===== config.mk =====
export PLATFORM = sky130hd
export DESIGN_NAME = uart_tx_core_flat
export DESIGN_NICKNAME = d
export VERILOG_FILES = /design/src/rtl/uart_tx_core_if.sv /design/src/rtl/uart_tx_core.sv /design/src/flat_wrapper.sv
export SDC_FILE = /design/constraint.sdc
export NUM_CORES = 1
export LEC_CHECK = 0
export ABC_AREA = 1
export CAP_MARGIN = 20
export CORE_AREA = 3 3 96 98
export DETAILED_ROUTE_END_ITERATION = 10
export DIE_AREA = 0 0 99 101
export HOLD_SLACK_MARGIN = 0.15
export PLACE_DENSITY = 0.5
export SLEW_MARGIN = 15
export SYNTH_ARGS = -nofsm -noshare
export SYNTH_HDL_FRONTEND = slang
export SYNTH_SLANG_ARGS = --single-unit

===== constraint.sdc =====
create_clock -name clk_24MHz -period 3.65 [get_ports clk_24MHz]
set_input_delay 0.9125 -clock clk_24MHz [delete_from_list [all_inputs] [get_ports clk_24MHz]]
set_output_delay 0.9125 -clock clk_24MHz [all_outputs]
set_load 0.03 [all_outputs]

===== src/rtl/uart_tx_core_if.sv =====
// Byte handshake between a sequencer and the UART transmitter.
// The master drives data/start; the transmitter returns the serial line and busy.
interface uart_tx_core_if;
  logic [7:0] data;
  logic       start;
  logic       line;
  logic       busy;

  modport master (
    output data,
    output start,
    input  line,
    input  busy
  );

  modport slave (
    input  data,
    input  start,
    output line,
    output busy
  );
endinterface


===== src/rtl/uart_tx_core.sv =====
// 8N1 UART transmitter with a free-running baud tick and a periodic timer tick.
// Every piece of timing is a clock enable derived from clk_24MHz.
module uart_tx_core #(
  parameter int unsigned BAUD_DIV  = 2500,
  parameter int unsigned TIMER_DIV = 2400000
) (
  input  logic          clk_24MHz,
  input  logic          rst_n,
  uart_tx_core_if.slave tx,
  output logic          baud_tick,
  output logic          timer_tick
);

  localparam int unsigned BaudW  = $clog2(BAUD_DIV);
  localparam int unsigned TimerW = $clog2(TIMER_DIV);
  localparam logic [BaudW-1:0]  BaudMax  = BaudW'(BAUD_DIV - 1);
  localparam logic [TimerW-1:0] TimerMax = TimerW'(TIMER_DIV - 1);

  typedef enum logic [1:0] {StIdle, StStart, StData, StStop} state_e;

  logic [BaudW-1:0]  baud_cnt_q, baud_cnt_d;
  logic [TimerW-1:0] timer_cnt_q, timer_cnt_d;
  logic              baud_tick_q, timer_tick_q;

  state_e            state_q, state_d;
  logic [7:0]        shift_q, shift_d;
  logic [2:0]        bit_idx_q, bit_idx_d;
  logic              line_q, line_d;
  logic              busy_q, busy_d;

  always_comb begin
    baud_cnt_d  = (baud_cnt_q == BaudMax) ? '0 : baud_cnt_q + 1'b1;
    timer_cnt_d = (timer_cnt_q == TimerMax) ? '0 : timer_cnt_q + 1'b1;
  end

  // Ticks are registered so they are high exactly while the counter sits at its max.
  always_ff @(posedge clk_24MHz or negedge rst_n) begin
    if (!rst_n) begin
      baud_cnt_q   <= '0;
      timer_cnt_q  <= '0;
      baud_tick_q  <= 1'b0;
      timer_tick_q <= 1'b0;
    end else begin
      baud_cnt_q   <= baud_cnt_d;
      timer_cnt_q  <= timer_cnt_d;
      baud_tick_q  <= (baud_cnt_d == BaudMax);
      timer_tick_q <= (timer_cnt_d == TimerMax);
    end
  end

  always_comb begin
    state_d   = state_q;
    shift_d   = shift_q;
    bit_idx_d = bit_idx_q;
    line_d    = line_q;
    busy_d    = busy_q;
    if (baud_tick_q) begin
      case (state_q)
        StIdle: begin
          if (tx.start) begin
            shift_d = tx.data;
            state_d = StStart;
            line_d  = 1'b0;
            busy_d  = 1'b1;
          end
        end
        StStart: begin
          state_d   = StData;
          bit_idx_d = 3'd0;
          line_d    = shift_q[0];
          shift_d   = {1'b0, shift_q[7:1]};
        end
        StData: begin
          if (bit_idx_q == 3'd7) begin
            state_d = StStop;
            line_d  = 1'b1;
          end else begin
            bit_idx_d = bit_idx_q + 3'd1;
            line_d    = shift_q[0];
            shift_d   = {1'b0, shift_q[7:1]};
          end
        end
        StStop: begin
          // start is not sampled here, which guarantees one idle bit between frames.
          state_d = StIdle;
          busy_d  = 1'b0;
        end
        default: state_d = StIdle;
      endcase
    end
  end

  always_ff @(posedge clk_24MHz or negedge rst_n) begin
    if (!rst_n) begin
      state_q   <= StIdle;
      shift_q   <= '0;
      bit_idx_q <= '0;
      line_q    <= 1'b1;
      busy_q    <= 1'b0;
    end else begin
      state_q   <= state_d;
      shift_q   <= shift_d;
      bit_idx_q <= bit_idx_d;
      line_q    <= line_d;
      busy_q    <= busy_d;
    end
  end

  assign tx.line    = line_q;
  assign tx.busy    = busy_q;
  assign baud_tick  = baud_tick_q;
  assign timer_tick = timer_tick_q;

endmodule


===== src/flat_wrapper.sv =====
// flat-port wrapper written by rule: the top's interface ports become plain ports
module uart_tx_core_flat 
#(
  parameter int unsigned BAUD_DIV  = 2500,
  parameter int unsigned TIMER_DIV = 2400000
)
  (clk_24MHz, rst_n, baud_tick, timer_tick, tx_data, tx_start, tx_line, tx_busy);
  uart_tx_core_if tx_i ();
  input  logic clk_24MHz;
  input  logic rst_n;
  output logic baud_tick;
  output logic timer_tick;
  input wire logic [$bits(tx_i.data)-1:0] tx_data;
  input wire logic [$bits(tx_i.start)-1:0] tx_start;
  output wire logic [$bits(tx_i.line)-1:0] tx_line;
  output wire logic [$bits(tx_i.busy)-1:0] tx_busy;
  assign tx_i.data = tx_data;
  assign tx_i.start = tx_start;
  assign tx_line = tx_i.line;
  assign tx_busy = tx_i.busy;
  uart_tx_core #(.BAUD_DIV(BAUD_DIV), .TIMER_DIV(TIMER_DIV)) u_core (.clk_24MHz(clk_24MHz), .rst_n(rst_n), .tx(tx_i), .baud_tick(baud_tick), .timer_tick(timer_tick));
endmodule

## Word level (Yosys, flattened, before mapping)

Index checks and enable logic that the tools add are counted.

- Register bits: 51

- Multiplexer cells: 15
- $add $sub $neg: 3
- Reduce and logical (&&, ||, !) cells: 9
- Equal/unequal tests: 11

Operator list:

| cell | number |
|---|---|
| 22-bit == test, second input constant | 2 |
| 12-bit == test, second input constant | 2 |
| 8-bit case mux with 3 select lines | 1 |
| 22-bit by 1-bit adder with 22-bit output, second input constant | 1 |
| 22-bit two-way mux | 1 |
| 8-bit two-way mux | 2 |
| 12-bit by 1-bit adder with 12-bit output, second input constant | 1 |
| 12-bit two-way mux | 1 |
| 3-bit AND reduction | 4 |
| 2-bit case mux with 4 select lines | 1 |
| 3-bit case mux with 2 select lines | 1 |
| 2-bit == test, second input constant | 2 |
| 2-bit two-way mux | 2 |
| 2-bit != test, second input constant | 2 |
| 4-bit AND reduction | 1 |
| 2-bit nonzero test | 2 |
| 3-bit by 1-bit adder with 3-bit output, second input constant | 1 |
| 3-bit == test, second input constant | 1 |
| 1-bit two-way mux | 3 |
| 3-bit two-way mux | 1 |
| 1-bit case mux with 3 select lines | 1 |
| 3-bit nonzero test | 1 |
| 2-bit by 1-bit == test with 1-bit output, second input constant | 1 |
| 2-bit zero test | 1 |
| other kinds (2) | 2 |

## Longest topological paths before layout

- Word-level depth: 3
- Mapped depth: 12
- Gate-level depth less buffers: 12

## Least setup slack after synthesis

Ideal clock, no wire load.

- Path type: input -> register
- Start: in tx_start
- End: reg u_core.shift_q[5]
- Data arrival time: 1.706 ns
- Setup time: 0.127 ns
- Cell stages on the path: 7
- Slack: 1.817 ns
- Path buffers: 1
- Cells stage by stage: o21ai_0 > nor2_1 > inv_1 > nor2_4 > buf_4 > nor2_1 > a31oi_1

- Word-level cells in the longest chain between the ends: 2

Ends and longest elaborated chain:

| item | line | RTL |
|---|---|---|
| start, declared | flat_wrapper.sv:14 | `input wire logic [$bits(tx_i.start)-1:0] tx_start;` |
| 2-bit != test (no line) | - |  |
| 4-bit AND reduction (no line) | - |  |
| end signal, assigned | uart_tx_core.sv:102 | `shift_q <= shift_d;` |
| end, declared | uart_tx_core.sv:26 | `logic [7:0] shift_q, shift_d;` |

No other way between the ends.
A chain may end at the register's enable or synchronous reset.

## Worst setup path after layout

- Start: reg u_core.line_q, in the netlist u_core.tx.line
- End: out tx_line

RTL lines:

| item | line | RTL |
|---|---|---|
| start, declared | uart_tx_core.sv:28 | `logic line_q, line_d;` |
| start signal, assigned | uart_tx_core.sv:104 | `line_q <= line_d;` |
| end, declared | flat_wrapper.sv:15 | `output wire logic [$bits(tx_i.line)-1:0] tx_line;` |

No word-level cell between the ends.

==> impl_metrics.yaml <==
layout:
  fill_cells: 931
  drive_gt1_share_pct: 6.12
  insertedDiodeCount: 0
  layout.cell_area.non_filler_sq_um: 3300
  multi_input_area_sq_um: 1380
  finalNetCount: 445
  ff_latch_area_sq_um: 1280
  areaGrowthSynthToFinish_pct: 12.4
sta:
  timing.final.crit_period_ns: 2.45
  setup_repair_after_global_routing_missed_its_margin: "no"
  finalSetupViolCount: 0
  max_slew_margin_pct: 40.9
  final.period_utilization_pct: 67.0
  timing.fmax_mhz: 409
  timing_worst_slew_pin_value_ns: 0.886
  timing.final.hold_violations: 0
  final.setup.tns_ns: 0
  postLayoutSetupSlackWorst_ns: 1.20
  slew_violations: 0
  maximum_clock_skew_at_final_layout_ns: 0.0122
worst_setup_path:
  critPathCaptureType: "output port"
  timing.critical_path.required_ns: 2.74
  arrival_time_worst_endpoint_ns: 1.53
  setup.worst_path.start_class: "flop"
  critPathKind: "reg -> out"
  critical_path_peak_fanout: 2
  critPathSlowestCell: "sky130_fd_sc_hd__clkdlybuf4s50_1"
  path_cells: "clkdlybuf4s50_1"
  timing.critical_path.max_delay_family: "buffers and inverters"
  critical-path-max-stage-delay_ns: 0.66
  critical_path_buf_inv_count: 1
outcome:
  status: "complete, no violations"
clock_tree:
  cts.htree.levels: 2
  cts_num_sinks: 51
  cts_made_buffers: 5
  cts.repair_timing.setup_buffer_count: 0
  post_cts_resize_count: 0
  cts-hold-fix-buffers: 0
  cts.reportedPaths.clkPinSlew_ns: 0.11
  max-clock-path-buffers: 2
  clk_latency_ns: 0.31
  root_buffer: "sky130_fd_sc_hd__clkbuf_8"
  clock_tree_from_tritoncts: "yes"
synthesis:
  netlist_top_cells_count: "104 x sky130_fd_sc_hd__nand2_1, 72 x sky130_fd_sc_hd__inv_1, 61 x sky130_fd_sc_hd__nor2_1, 50 x sky130_fd_sc_hd__dfrtp_1, 34 x sky130_fd_sc_hd__nand3_1"
  compound_gate_portion_of_the_synthesized_area_pct: 5.74
  main_combinational_cell_family_by_area_after_synthesis: "simple AND/OR/NAND/NOR gates"
  yosys.area_share.adder_pct: 4.26
  synth.largest_area_cell: "sky130_fd_sc_hd__dfrtp_1"
  synth-edff-count: 0
  syn-num-nets: 424
  synth.area.top_cells: "sky130_fd_sc_hd__dfrtp_1 43%, sky130_fd_sc_hd__nand2_1 13%, sky130_fd_sc_hd__inv_1 9.2%, sky130_fd_sc_hd__nor2_1 7.8%, sky130_fd_sc_hd__nand3_1 5.8%"
  synth.most_common_cell: "sky130_fd_sc_hd__nand2_1"
  instance_count_of_the_mapped_netlist: 403
  synthesis.area_per_instance_sq_um: 7.30
  yosysWarningCount: 0
  post_synth_instance_area_sq_um: 2940
  synthSimpleGateAreaFrac_pct: 33.8
  synth_seq_cells: 51
  synth_seq_area_share_pct: 43.4
  synthXorXnorAreaFrac_pct: 2.98
  portion_of_synthesized_cell_area_occupied_by_the_leading_cell_type_pct: 42.6
  synth-async-reset-ratio_pct: 100
  synth-main-ff-cell: "sky130_fd_sc_hd__dfrtp_1"
  synth.distinct_cells: 26
  proportion_of_synthesized_area_in_mux_cells_pct: 0
place:
  post-dp-hpwl_um: 4960
  place_congestion: 0.826
  dp_worst_setup_slack_ns: 1.32
  port_buffers: 14
  dpl-instance-area_sq_um: 3210
routing:
  routed_length_per_placed_instance_um: 12.0
  detail_route.drc_violations: 0
  first_iter_violations: 90
  drt-pass1-iter-count: 5
  drt.antenna.violating_nets: 0
  drt-vias-per-instance: 4.64
  drt_wl_total_um: 6390
  number_of_vias_after_detailed_routing: 2473
global_routing:
  grt_max_degree: 40
  first_pass_grt_wire_length_um: 10900
  vias_in_the_first_global_route: 2281
  total_grt_overflow: 0
  gr-usage-all-layers_pct: 13.4
  initial_antenna_violation_count: 0
die:
  die_y_um: 101
  floorplan.initialDensity_pct: 34.4
  die_area_sq_um: 10000
  placeableCoreArea_sq_um: 8550
  chipWidth_um: 99
  std_cell_rows: 34
  io-pin-count: 15
min_path:
  worstHoldPathType: "reg -> reg"
power_and_ir_drop:
  total_leakage_power_nw: 1.73
  maximum_vdd_drop_uv: 136
  power.density_cell_area_nw_per_um2: 282
job:
  max_cap_violations: 0
-- cells by family (layout without fill, tap and decap cells) --
family	count (synthesis)	in the layout
simple gates	230	230
fa+ha+maj	10	10
buf+inv	75	97
flops	51	51
compound gates	27	27
xor+xnor	10	10
-- registers in the layout, indices dropped and copies added, names as in the netlist --
name                cells
u_core.timer_tick       1
u_core.tx.busy          1
u_core.bit_idx_q        3
u_core.state_q          2
u_core.timer_cnt_q     22
u_core.baud_cnt_q      12
u_core.baud_tick        1
u_core.tx.line          1
u_core.shift_q          8
-- placed cells by master, fill, tap and decap left out --
| master | synthesis | routed |
|---|---|---|
| sky130_fd_sc_hd__dfstp_2 | 1 | 1 |
| sky130_fd_sc_hd__clkinv_2 | 0 | 1 |
| sky130_fd_sc_hd__nor2_4 | 1 | 1 |
| sky130_fd_sc_hd__nor3_1 | 5 | 5 |
| sky130_fd_sc_hd__clkbuf_8 | 0 | 5 |
| sky130_fd_sc_hd__dfrtp_1 | 50 | 50 |
| sky130_fd_sc_hd__o21ai_0 | 12 | 12 |
| sky130_fd_sc_hd__clkdlybuf4s50_1 | 0 | 13 |
| sky130_fd_sc_hd__xnor2_1 | 4 | 4 |
| sky130_fd_sc_hd__clkinv_1 | 1 | 1 |
| sky130_fd_sc_hd__nand2_2 | 3 | 3 |
| sky130_fd_sc_hd__a31oi_1 | 8 | 8 |
| sky130_fd_sc_hd__nand3_1 | 34 | 34 |
| sky130_fd_sc_hd__or2_2 | 1 | 1 |
| sky130_fd_sc_hd__buf_4 | 1 | 2 |
| sky130_fd_sc_hd__nor2_2 | 7 | 7 |
| sky130_fd_sc_hd__o41ai_1 | 1 | 1 |
| sky130_fd_sc_hd__nor2_1 | 61 | 61 |
| sky130_fd_sc_hd__inv_1 | 72 | 72 |
| sky130_fd_sc_hd__nand2_1 | 104 | 104 |
| sky130_fd_sc_hd__clkinv_4 | 0 | 1 |
| sky130_fd_sc_hd__nor3b_1 | 2 | 2 |
| sky130_fd_sc_hd__ha_1 | 10 | 10 |
| sky130_fd_sc_hd__o21bai_1 | 4 | 4 |
| sky130_fd_sc_hd__nand4_1 | 8 | 8 |
| sky130_fd_sc_hd__a32o_1 | 2 | 2 |
| sky130_fd_sc_hd__nand3b_1 | 2 | 2 |
| sky130_fd_sc_hd__buf_2 | 1 | 1 |
| sky130_fd_sc_hd__nand3_2 | 2 | 2 |
| sky130_fd_sc_hd__xor2_1 | 6 | 6 |
| sky130_fd_sc_hd__inv_6 | 0 | 1 |
-- through the flow --
stage          hold slack (ns)  util [%]  total power [mW]  cells
5_1_grt                  0.531      38.6             0.975    533
3_5_place_dp             0.484      37.6             0.602    525
6_report                 0.499      38.6             0.931    533
2_1_floorplan            0.464         -             0.578    403
4_1_cts                  0.501      38.6             0.949    533
3_3_place_gp             0.471      37.6             0.602    525
-- metal layers --
metal / routed length (um) / GRT usage (%) / vias to the layer above
met5: 0 / 0 / -
met4: 67 / 3.47 / 0
met2: 2790 / 20.9 / 39
met1: 3250 / 19.1 / 1132
met3: 280 / 2.35 / 7
li1: - / - / 1295
-- worst paths after layout --
| check | slack (ns) | depth (start not counted) | end | from |
|---|---|---|---|---|
| worst max-delay path | 1.20 | 1 | tx_line | u_core.tx.line$_DFFE_PN1P_ |
| worst min-delay path | 0.50 | 2 | u_core.tx.line$_DFFE_PN1P_ | u_core.tx.line$_DFFE_PN1P_ |
| worst max register to register | 1.77 | 9 | u_core.timer_tick$_DFF_PN0_ | u_core.timer_cnt_q[0]$_DFF_PN0_ |
| worst min register to register | 0.50 | 2 | u_core.tx.line$_DFFE_PN1P_ | u_core.tx.line$_DFFE_PN1P_ |
| max in group asynchronous | 2.28 | 2 | u_core.timer_cnt_q[10]$_DFF_PN0_ | rst_n |
| min in group asynchronous | 0.70 | 1 | u_core.state_q[1]$_DFFE_PN0P_ | rst_n |
-- power by group --
part,switching [mW],total (mW),leakage [nW],internal [mW]
sequential,0,0.565,0.670,0.565
clock,0.203,0.341,0.0485,0.138
combinational,0.0138,0.0248,1.01,0.0110
-- tightest hold or removal path: stages, from the launching register on --
cell	delay, ns
sky130_fd_sc_hd__dfstp_2	0.39
sky130_fd_sc_hd__nand2_1	0.05
sky130_fd_sc_hd__o41ai_1	0.06
-- layout make-up --
type / count / area share (%)
sequential: 51 / 38.7
timing repair buffer: 16 / 4.54
clock buffer: 5 / 2.08
inverter: 73 / 8.29
multi-input combinational: 277 / 41.7
tap: 108 / 4.09
clock inverter: 3 / 0.682
Note: power is estimated with default switching activity, not from simulation.
